<file path="config.mk">
export PLATFORM = sky130hd
export DESIGN_NAME = instr_mem_burst
export DESIGN_NICKNAME = d
export VERILOG_FILES = /design/src/rtl/instr_mem_pkg.sv /design/src/rtl/instr_mem_array.sv /design/src/rtl/instr_mem_burst.sv
export SDC_FILE = /design/constraint.sdc
export NUM_CORES = 1
export LEC_CHECK = 0
export ABC_AREA = 1
export CAP_MARGIN = 20
export CORE_MARGIN = 3
export CORE_UTILIZATION = 67
export CTS_BUF_LIST = sky130_fd_sc_hd__clkbuf_8 sky130_fd_sc_hd__clkbuf_16
export CTS_CLUSTER_DIAMETER = 50
export DETAILED_ROUTE_END_ITERATION = 8
export PLACE_DENSITY = 0.82
export SLEW_MARGIN = 20
export SYNTH_ARGS = -nofsm -noshare
export SYNTH_HDL_FRONTEND = slang
export SYNTH_HIERARCHICAL = 1
export SYNTH_SLANG_ARGS = --single-unit
</file>
<file path="constraint.sdc">
create_clock -name clk -period 4.54 [get_ports clk]
set_clock_uncertainty 0.2 [all_clocks]
set_input_delay 0.681 -clock clk [delete_from_list [all_inputs] [get_ports clk]]
set_output_delay 0.681 -clock clk [all_outputs]
set_load 0.01 [all_outputs]
</file>
<file path="src/rtl/instr_mem_pkg.sv">
// Shared definitions for the instruction-memory blocks and the fetch-stage
// logic that talks to them: default geometry and the burst FSM encoding.
package instr_mem_pkg;

  localparam int DEF_WIDTH      = 32;
  localparam int DEF_ADDR_WIDTH = 5;
  localparam int DEF_LEN_WIDTH  = 4;

  typedef enum logic {
    IDLE  = 1'b0,
    BURST = 1'b1
  } state_t;

endpackage

</file>
<file path="src/rtl/instr_mem_array.sv">
// Single-write, single-read synchronous RAM with a registered, read-first
// output. The output register only updates when rd_en is high, so it holds
// the last word read while the consumer stalls.
module instr_mem_array
  import instr_mem_pkg::*;
#(
  parameter int WIDTH      = DEF_WIDTH,
  parameter int ADDR_WIDTH = DEF_ADDR_WIDTH
) (
  input  logic                  clk,
  input  logic                  rst_n,
  input  logic                  wr_en,
  input  logic [ADDR_WIDTH-1:0] wr_addr,
  input  logic [WIDTH-1:0]      wr_data,
  input  logic                  rd_en,
  input  logic [ADDR_WIDTH-1:0] rd_addr,
  output logic [WIDTH-1:0]      rd_data
);

  localparam int DEPTH = 2 ** ADDR_WIDTH;

  logic [WIDTH-1:0] mem [DEPTH];

  // Storage write port.
  // NOTE: the array is deliberately left out of reset so it maps onto RAM
  // macros; only the output register below is cleared.
  always_ff @(posedge clk) begin
    if (wr_en) mem[wr_addr] <= wr_data;
  end

  // Registered read port; clears on reset, holds when no read is issued.
  // NOTE: non-blocking writes mean a same-edge read of a location being
  // written still sees the old word, which gives the read-first behaviour.
  always_ff @(posedge clk) begin
    if (!rst_n) begin
      rd_data <= '0;
    end else if (rd_en) begin
      rd_data <= mem[rd_addr];
    end
  end

endmodule

</file>
<file path="src/rtl/instr_mem_burst.sv">
// Burst-capable instruction memory. A request in IDLE issues the first read
// on the accepting edge (latency 1); BURST then streams sequential, wrapping
// words under a valid/ready handshake, issuing a new read only when the
// output register is empty or being drained this cycle.
module instr_mem_burst
  import instr_mem_pkg::*;
#(
  parameter int WIDTH      = DEF_WIDTH,
  parameter int ADDR_WIDTH = DEF_ADDR_WIDTH,
  parameter int LEN_WIDTH  = DEF_LEN_WIDTH
) (
  input  logic                  clk,
  input  logic                  rst_n,
  input  logic                  wr_en,
  input  logic [ADDR_WIDTH-1:0] wr_addr,
  input  logic [WIDTH-1:0]      wr_data,
  input  logic                  rd_req,
  input  logic [ADDR_WIDTH-1:0] rd_addr,
  input  logic [LEN_WIDTH-1:0]  rd_len,
  output logic                  req_ready,
  output logic                  rd_valid,
  input  logic                  rd_ready,
  output logic [WIDTH-1:0]      rd_data,
  output logic                  rd_last
);

  state_t                state;
  logic [ADDR_WIDTH-1:0] ptr;        // next word to read
  logic [LEN_WIDTH-1:0]  remaining;  // beats still to issue after the current one
  logic                  accept;
  logic                  issue;
  logic                  rd_en;
  logic [ADDR_WIDTH-1:0] rd_ptr;

  // Read-issue decode: first beat from the request port, later beats from ptr.
  // NOTE: every signal gets a value on every path so no latch is inferred.
  always_comb begin
    accept = (state == IDLE) && rd_req;
    issue  = (state == BURST) && (remaining != '0) && (!rd_valid || rd_ready);
    rd_en  = accept || issue;
    rd_ptr = accept ? rd_addr : ptr;
  end

  instr_mem_array #(
    .WIDTH      (WIDTH),
    .ADDR_WIDTH (ADDR_WIDTH)
  ) u_array (
    .clk     (clk),
    .rst_n   (rst_n),
    .wr_en   (wr_en),
    .wr_addr (wr_addr),
    .wr_data (wr_data),
    .rd_en   (rd_en),
    .rd_addr (rd_ptr),
    .rd_data (rd_data)
  );

  // Burst FSM with registered req_ready, rd_valid and rd_last.
  // NOTE: sequential state uses non-blocking assignments only, so every
  // register samples the pre-edge values regardless of statement order.
  always_ff @(posedge clk) begin
    if (!rst_n) begin
      state     <= IDLE;
      req_ready <= 1'b1;
      ptr       <= '0;
      remaining <= '0;
      rd_valid  <= 1'b0;
      rd_last   <= 1'b0;
    end else begin
      case (state)
        IDLE: begin
          if (rd_req) begin
            state     <= BURST;
            req_ready <= 1'b0;
            ptr       <= rd_addr + 1'b1;
            remaining <= rd_len;
            rd_valid  <= 1'b1;
            rd_last   <= (rd_len == '0);
          end
        end
        BURST: begin
          if (issue) begin
            ptr       <= ptr + 1'b1;
            remaining <= remaining - 1'b1;
            rd_valid  <= 1'b1;
            rd_last   <= (remaining == LEN_WIDTH'(1));
          end else if (rd_ready) begin
            rd_valid <= 1'b0;
            rd_last  <= 1'b0;
            if (rd_valid && rd_last) begin
              state     <= IDLE;
              req_ready <= 1'b1;
            end
          end
        end
        default: begin
          state     <= IDLE;
          req_ready <= 1'b1;
        end
      endcase
    end
  end

endmodule

</file>
== Word-level counts from Yosys, hierarchy flattened ==
Memories as Yosys holds them, arrays and structs flattened. A register that Yosys moved wholly into a read port is not among the register bits.
Cells that the tools add are included.

* Equality and inequality tests: 7
* Add/subtract/negate cells: 3
* Bitwise gates (word level): 1
* Mux-type cells: 26
* Reduce and logical (&&, ||, !) cells: 13

{| class="wikitable"
|+ Operators by type and width
! kind !! count
|-
| $mux 1 || 15
|-
| $mux 5 || 3
|-
| $add 5x1->5 const B || 2
|-
| $pmux 5 s2 || 1
|-
| $mux 4 || 2
|-
| $pmux 1 s2 || 4
|-
| $pmux 4 s2 || 1
|-
| $ne 2x2->1 const B || 3
|-
| $eq 4x1->1 const B || 1
|-
| $logic_and 1x1->1 || 4
|-
| $logic_not 4->1 || 1
|-
| $ne 2x1->1 const B || 2
|-
| $reduce_and 2->1 || 2
|-
| $reduce_and 4->1 || 1
|-
| $reduce_bool 4->1 || 1
|-
| $sub 4x1->4 const B || 1
|-
| $ne 3x2->1 const B || 1
|-
| $logic_not 1->1 || 2
|-
| $logic_or 1x1->1 || 2
|-
| $not 1->1 || 1
|}

* Memory bits (writable): 1024
* Output and inout bits: 35
* Bits in registers: 13
* Input port bits: 51
* Memories: 1
* Word-level logic and storage cells: 57

{| class="wikitable"
|+ Memories
! name !! words !! width !! rd ports !! clocked after memory_dff !! wr ports !! line !! source
|-
| u_array.mem || 32 || 32 || 1 || 1 || 1 || instr_mem_array.sv:22 || <nowiki>logic [WIDTH-1:0] mem [DEPTH];</nowiki>
|}

== Longest topological paths before layout ==
* Depth after elaboration: 5
* Gate-level depth with buffers: 18
* Mapped depth without buffers: 14

== Hierarchy ==
Netlist, hierarchy kept.

{| class="wikitable"
|+ By module, submodules not included
! module !! seq. area each (um^2) !! times used !! cells an instance !! area each (um^2)
|-
| instr_mem_array || 31390.1 || 1 || 3546 || 42632.1
|-
| instr_mem_burst || 260.2 || 1 || 151 || 917.1
|}

== Worst setup path after synthesis ==
No wires, ideal clock.

* Path kind: input to register
* From: input port wr_addr[0]
* To: memory u_array/mem[0][0] in the netlist's numbering (enable)
* Required time: 3919 ps
* Path buffers: 0
* Slack: 1583 ps
* Arrival: 2336 ps
* Stages on the path: 3
* Setup time: 421 ps
* Cell sequence: inv_1 nand3_1 nor2_1

{| class="wikitable"
|+ RTL lines
! element !! line !! source
|-
| from (decl) || instr_mem_burst.sv:15 || <nowiki>input logic [ADDR_WIDTH-1:0] wr_addr,</nowiki>
|-
| to (decl) || instr_mem_array.sv:22 ||
|}

No word-level cell before the write port.

== Final worst setup path ==
* From: register state
* To: register u_array.rd_data[8] (read register of u_array.mem)

* Word-level cells in the longest chain between the ends: 3
* Elaborated cells between the ends (all ways): 6
* Those cells by class: 1 x mux; 1 x bitwise; 4 x reduce/logical

{| class="wikitable"
|+ Ends and longest elaborated chain
! element !! line !! source
|-
| from (decl) || instr_mem_burst.sv:27 || <nowiki>state_t state;</nowiki>
|-
| from (signal assigned) || instr_mem_burst.sv:63 || <nowiki>state <= IDLE;</nowiki>
|-
| from (signal assigned) || instr_mem_burst.sv:73 || <nowiki>state <= BURST;</nowiki>
|-
| from (signal assigned) || instr_mem_burst.sv:91 || <nowiki>state <= IDLE;</nowiki>
|-
| $not 1->1 || n/a ||
|-
| $logic_and 1x1->1 || instr_mem_burst.sv:38 || <nowiki>accept = (state == IDLE) && rd_req;</nowiki>
|-
| $mux 5 || instr_mem_burst.sv:41 || <nowiki>rd_ptr = accept ? rd_addr : ptr;</nowiki>
|-
| net rd_ptr[0] || instr_mem_burst.sv:33 || <nowiki>logic [ADDR_WIDTH-1:0] rd_ptr;</nowiki>
|-
| to (decl) || instr_mem_array.sv:17 || <nowiki>output logic [WIDTH-1:0] rd_data</nowiki>
|}

The timed path passes the listed nets, and every way through them passes these cells.
A chain may end at the register's enable or synchronous reset.

==> out/qor.yml <==
run_status:
  outcome: "finished, final reports clean"
critical_path:
  cp-end-kind: "register"
  worstPathMaxFanout: 85
  startpoint_type: "register"
  worst_path_max_delay_cell: "buf_4"
  reg2reg_depth: 16
  critical_path.most_common_cell: "nand2_1"
  path_cells: "buf_4 -> inv_2 -> nand2_8 -> inv_4 -> nand2_1 -> o21ai_4 -> buf_12 -> buf_4 -> nand2_1 -> nand3_1 -> nand3_1 -> nand2_1 -> nand2_1 -> nand3_1 -> nand2_1 -> a21oi_2"
  crit_path_max_incr_delay_ns: 0.43
  r2r_end: "u_array/rd_data[8]$_SDFFE_PN0P_"
  criticalPathCategory: "register to register"
  arrival_ns: 3.72
  r2r-start: "state$_SDFF_PN0_"
  regToRegSetupSlack_ns: 1.20
  cp_data_required_time_ns: 4.92
floorplanning:
  dieArea_um2: 68100
  pin_count: 86
  die_height_um: 261
  rows: 92
  initial_core_util_pct: 68.4
  die_x_um: 261
  core_area_um2: 63700
clock_network:
  cts_inserted_buffers: 107
  clockBufferDepth: 3
  insertion_delay_ns: 0.65
  ctsResizeCount: 0
  htreeDepth: 3
  cts_hold_buf: 0
  cts_sinks: 1069
  cts_tree: "yes"
  cts-root-buf: "clkbuf_16"
  clk_pin_slew_worst_paths_ns: 0.06
  cts_setup_buffers: 0
power:
  cellInternalPower_uw: 17000
  pwr-share-seq_pct: 48.7
  clockPowerShare_pct: 38.9
  vdd_drop_max_v: 0.000320
  p_sw_uw: 5750
  p_comb_share_pct: 12.3
  power.leakage_uw: 0.0177
  swShare_pct: 25.3
  powerDensity_nw_per_um2: 465
sta:
  max_freq_ghz: 0.299
  hold_viol: 0
  setup_tns_ns: 0
  report.final.slew_viol_count: 0
  worst_pin_slew_ns: 1.18
  slew_headroom_pct: 21.0
  setup_violations: 0
  period_share_pct: 73.6
  rsz0062_at_grt: "no"
  min_period_ns: 3.34
cells_and_area:
  final_layout_size_suffix_gt1_share_pct: 8.86
  utilization_pct: 76.8
  finalNetCount: 3800
  syn_to_final_growth_pct: 12.2
run:
  cap_viol_max_count: 0
global_routing:
  grt_max_degree: 129
  grt_pass1_vias: 29100
  grt.total_usage_pct: 34.7
  grt_pass1_wl_mm: 175
  antenna_found_initial: 8
  overflow: 0
hold_path:
  holdPathStages: 2
  min-delay-start: "req_ready$_SDFFE_PN1P_"
  hp-class: "register to register"
  worstHoldEndpoint: "req_ready$_SDFFE_PN1P_"
logic_synthesis:
  syn_nets: 3751
  synth_edf_count: 1024
  synthTopCellsByArea: "edfxtp_1 (71%), nand2_1 (12%), nand3_1 (9.8%)"
  yosysTopAreaCell: "edfxtp_1"
  syn_area_per_cell_um2: 11.8
  yosysSeqAreaShare_pct: 72.7
  synth-main-ff-cell: "edfxtp_1"
  async_flop_share_pct: 0
  ys_ff_latch: 1069
  post-synth-top-count-cell: "nand2_1"
  synthCells: 3697
  yosysWarnings: 6
  ys_top_cells_by_count: "nand2_1 (1359), edfxtp_1 (1024), nand3_1 (855)"
  netlist.area_leader.share_pct: 70.6
  netlist_area_um2: 43500
  ys_types: 28
route:
  wire_per_inst_um: 25.1
  wirelength_mm: 118
  via_per_inst: 6.42
  wl_met3_mm: 16.0
  vias: 30100
  antenna_left: 0
  first_pass_iters: 6
  routed.top_layer: "met5"
  wirelength_met1_mm: 40.6
  wl_met2_mm: 54.2
  drcViolationCount: 0
  drt_iter0_drc: 4309
place:
  hpwl_mm: 58.6
  portBuffers: 85
  place_congestion: 0.803
## cells by family after synthesis
| logic type | synth area share [%] |
|---|---|
| simple gates | 22.1 |
| flops | 72.7 |
| buf+inv | 3.81 |
| compound gates | 1.28 |
| fa+ha+maj | 0.0862 |
## worst max-delay path, delay by kind of cell (launching register included)
family,cells,cell delay [ns]
compound gates,2,0.29
buf+inv,5,1.38
flops,1,0.29
simple gates,9,1.01
## final cells by class
cell class | count | area [um^2]
repair buffers | 172 | 1870
flip-flops and latches | 1069 | 31700
clock inverters | 79 | 657
well taps | 846 | 1060
clock buffers | 122 | 2930
fillers | 3498 | 14800
inverters | 33 | 155
multi-input cells | 2363 | 10500
diodes | 4 | 10.0
## cells in the final DEF (no fill, tap or decap), types with 4 or more instances in the layout
cell type	instances
buf_2	7
buf_4	55
nor2_1	20
diode_2	4
edfxtp_1	1024
buf_12	32
o21ai_1	7
bufinv_16	10
clkbuf_16	111
clkbuf_8	11
clkinvlp_4	12
inv_6	4
dfxtp_1	45
o21ai_0	37
nand3_1	855
clkinv_2	12
nand2_1	1358
clkdlybuf4s50_1	78
a21oi_2	33
inv_1	51
a21oi_1	4
nor2_4	32
o21ai_4	4
clkinv_1	13
## power groups by stage
stage	clock [uW]	sequential, uW	combinational [uW]
finish	8840	11100	2800
global route	9280	11100	3020
CTS	8880	11100	2740
detailed placement	0	11300	2670
global placement	0	11300	2600
floorplan	0	11300	1820
## sequential cells by signal, summed over array words and instances (netlist names)
| register | cells |
|---|---|
| u_array/mem | 1024 |
| u_array/rd_data | 32 |
| ptr | 5 |
| remaining | 4 |
| rd_last | 1 |
| rd_valid | 1 |
| req_ready | 1 |
| state | 1 |
## layer usage
layer  vias up  GRT usage [%]
met5         -              0
met4        10           18.3
met3       492           7.82
met2      2240           54.1
met1     14300           46.3
li1      13100              -
## worst max-delay path by stage
stage                                 from                                to  slack [ns]  depth (start not counted)
after floorplan                 wr_addr[0]       u_array/mem[0][0]$_DFFE_PP_        1.58                          3
after global routing      state$_SDFF_PN0_   u_array/rd_data[8]$_SDFFE_PN0P_        0.97                         16
after detailed placement            rd_req  u_array/rd_data[27]$_SDFFE_PN0P_        0.80                         15
final                     state$_SDFF_PN0_   u_array/rd_data[8]$_SDFFE_PN0P_        1.20                         16
after CTS                 state$_SDFF_PN0_  u_array/rd_data[27]$_SDFFE_PN0P_        1.27                         15
after global placement              rd_req   u_array/rd_data[9]$_SDFFE_PN0P_        0.94                         15
## metrics by stage
| stage | instances | setup slack (ns) | hold WS, ns | instance area (um^2) | total power [uW] |
|---|---|---|---|---|---|
| 6_report | 4688 | 1.20 | 0.272 | 48900 | 22700 |
| 5_1_grt | 4684 | 0.971 | 0.320 | 48900 | 23400 |
| 4_1_cts | 4684 | 1.27 | 0.283 | 48900 | 22700 |
| 3_5_place_dp | 4483 | 0.795 | 0.256 | 45300 | 13900 |
| 3_3_place_gp | 4483 | 0.937 | 0.245 | 45300 | 13900 |
| 2_1_floorplan | 3697 | 1.58 | 0.236 | 43500 | 13100 |
No activity file was read; power rests on OpenSTA's default activity.
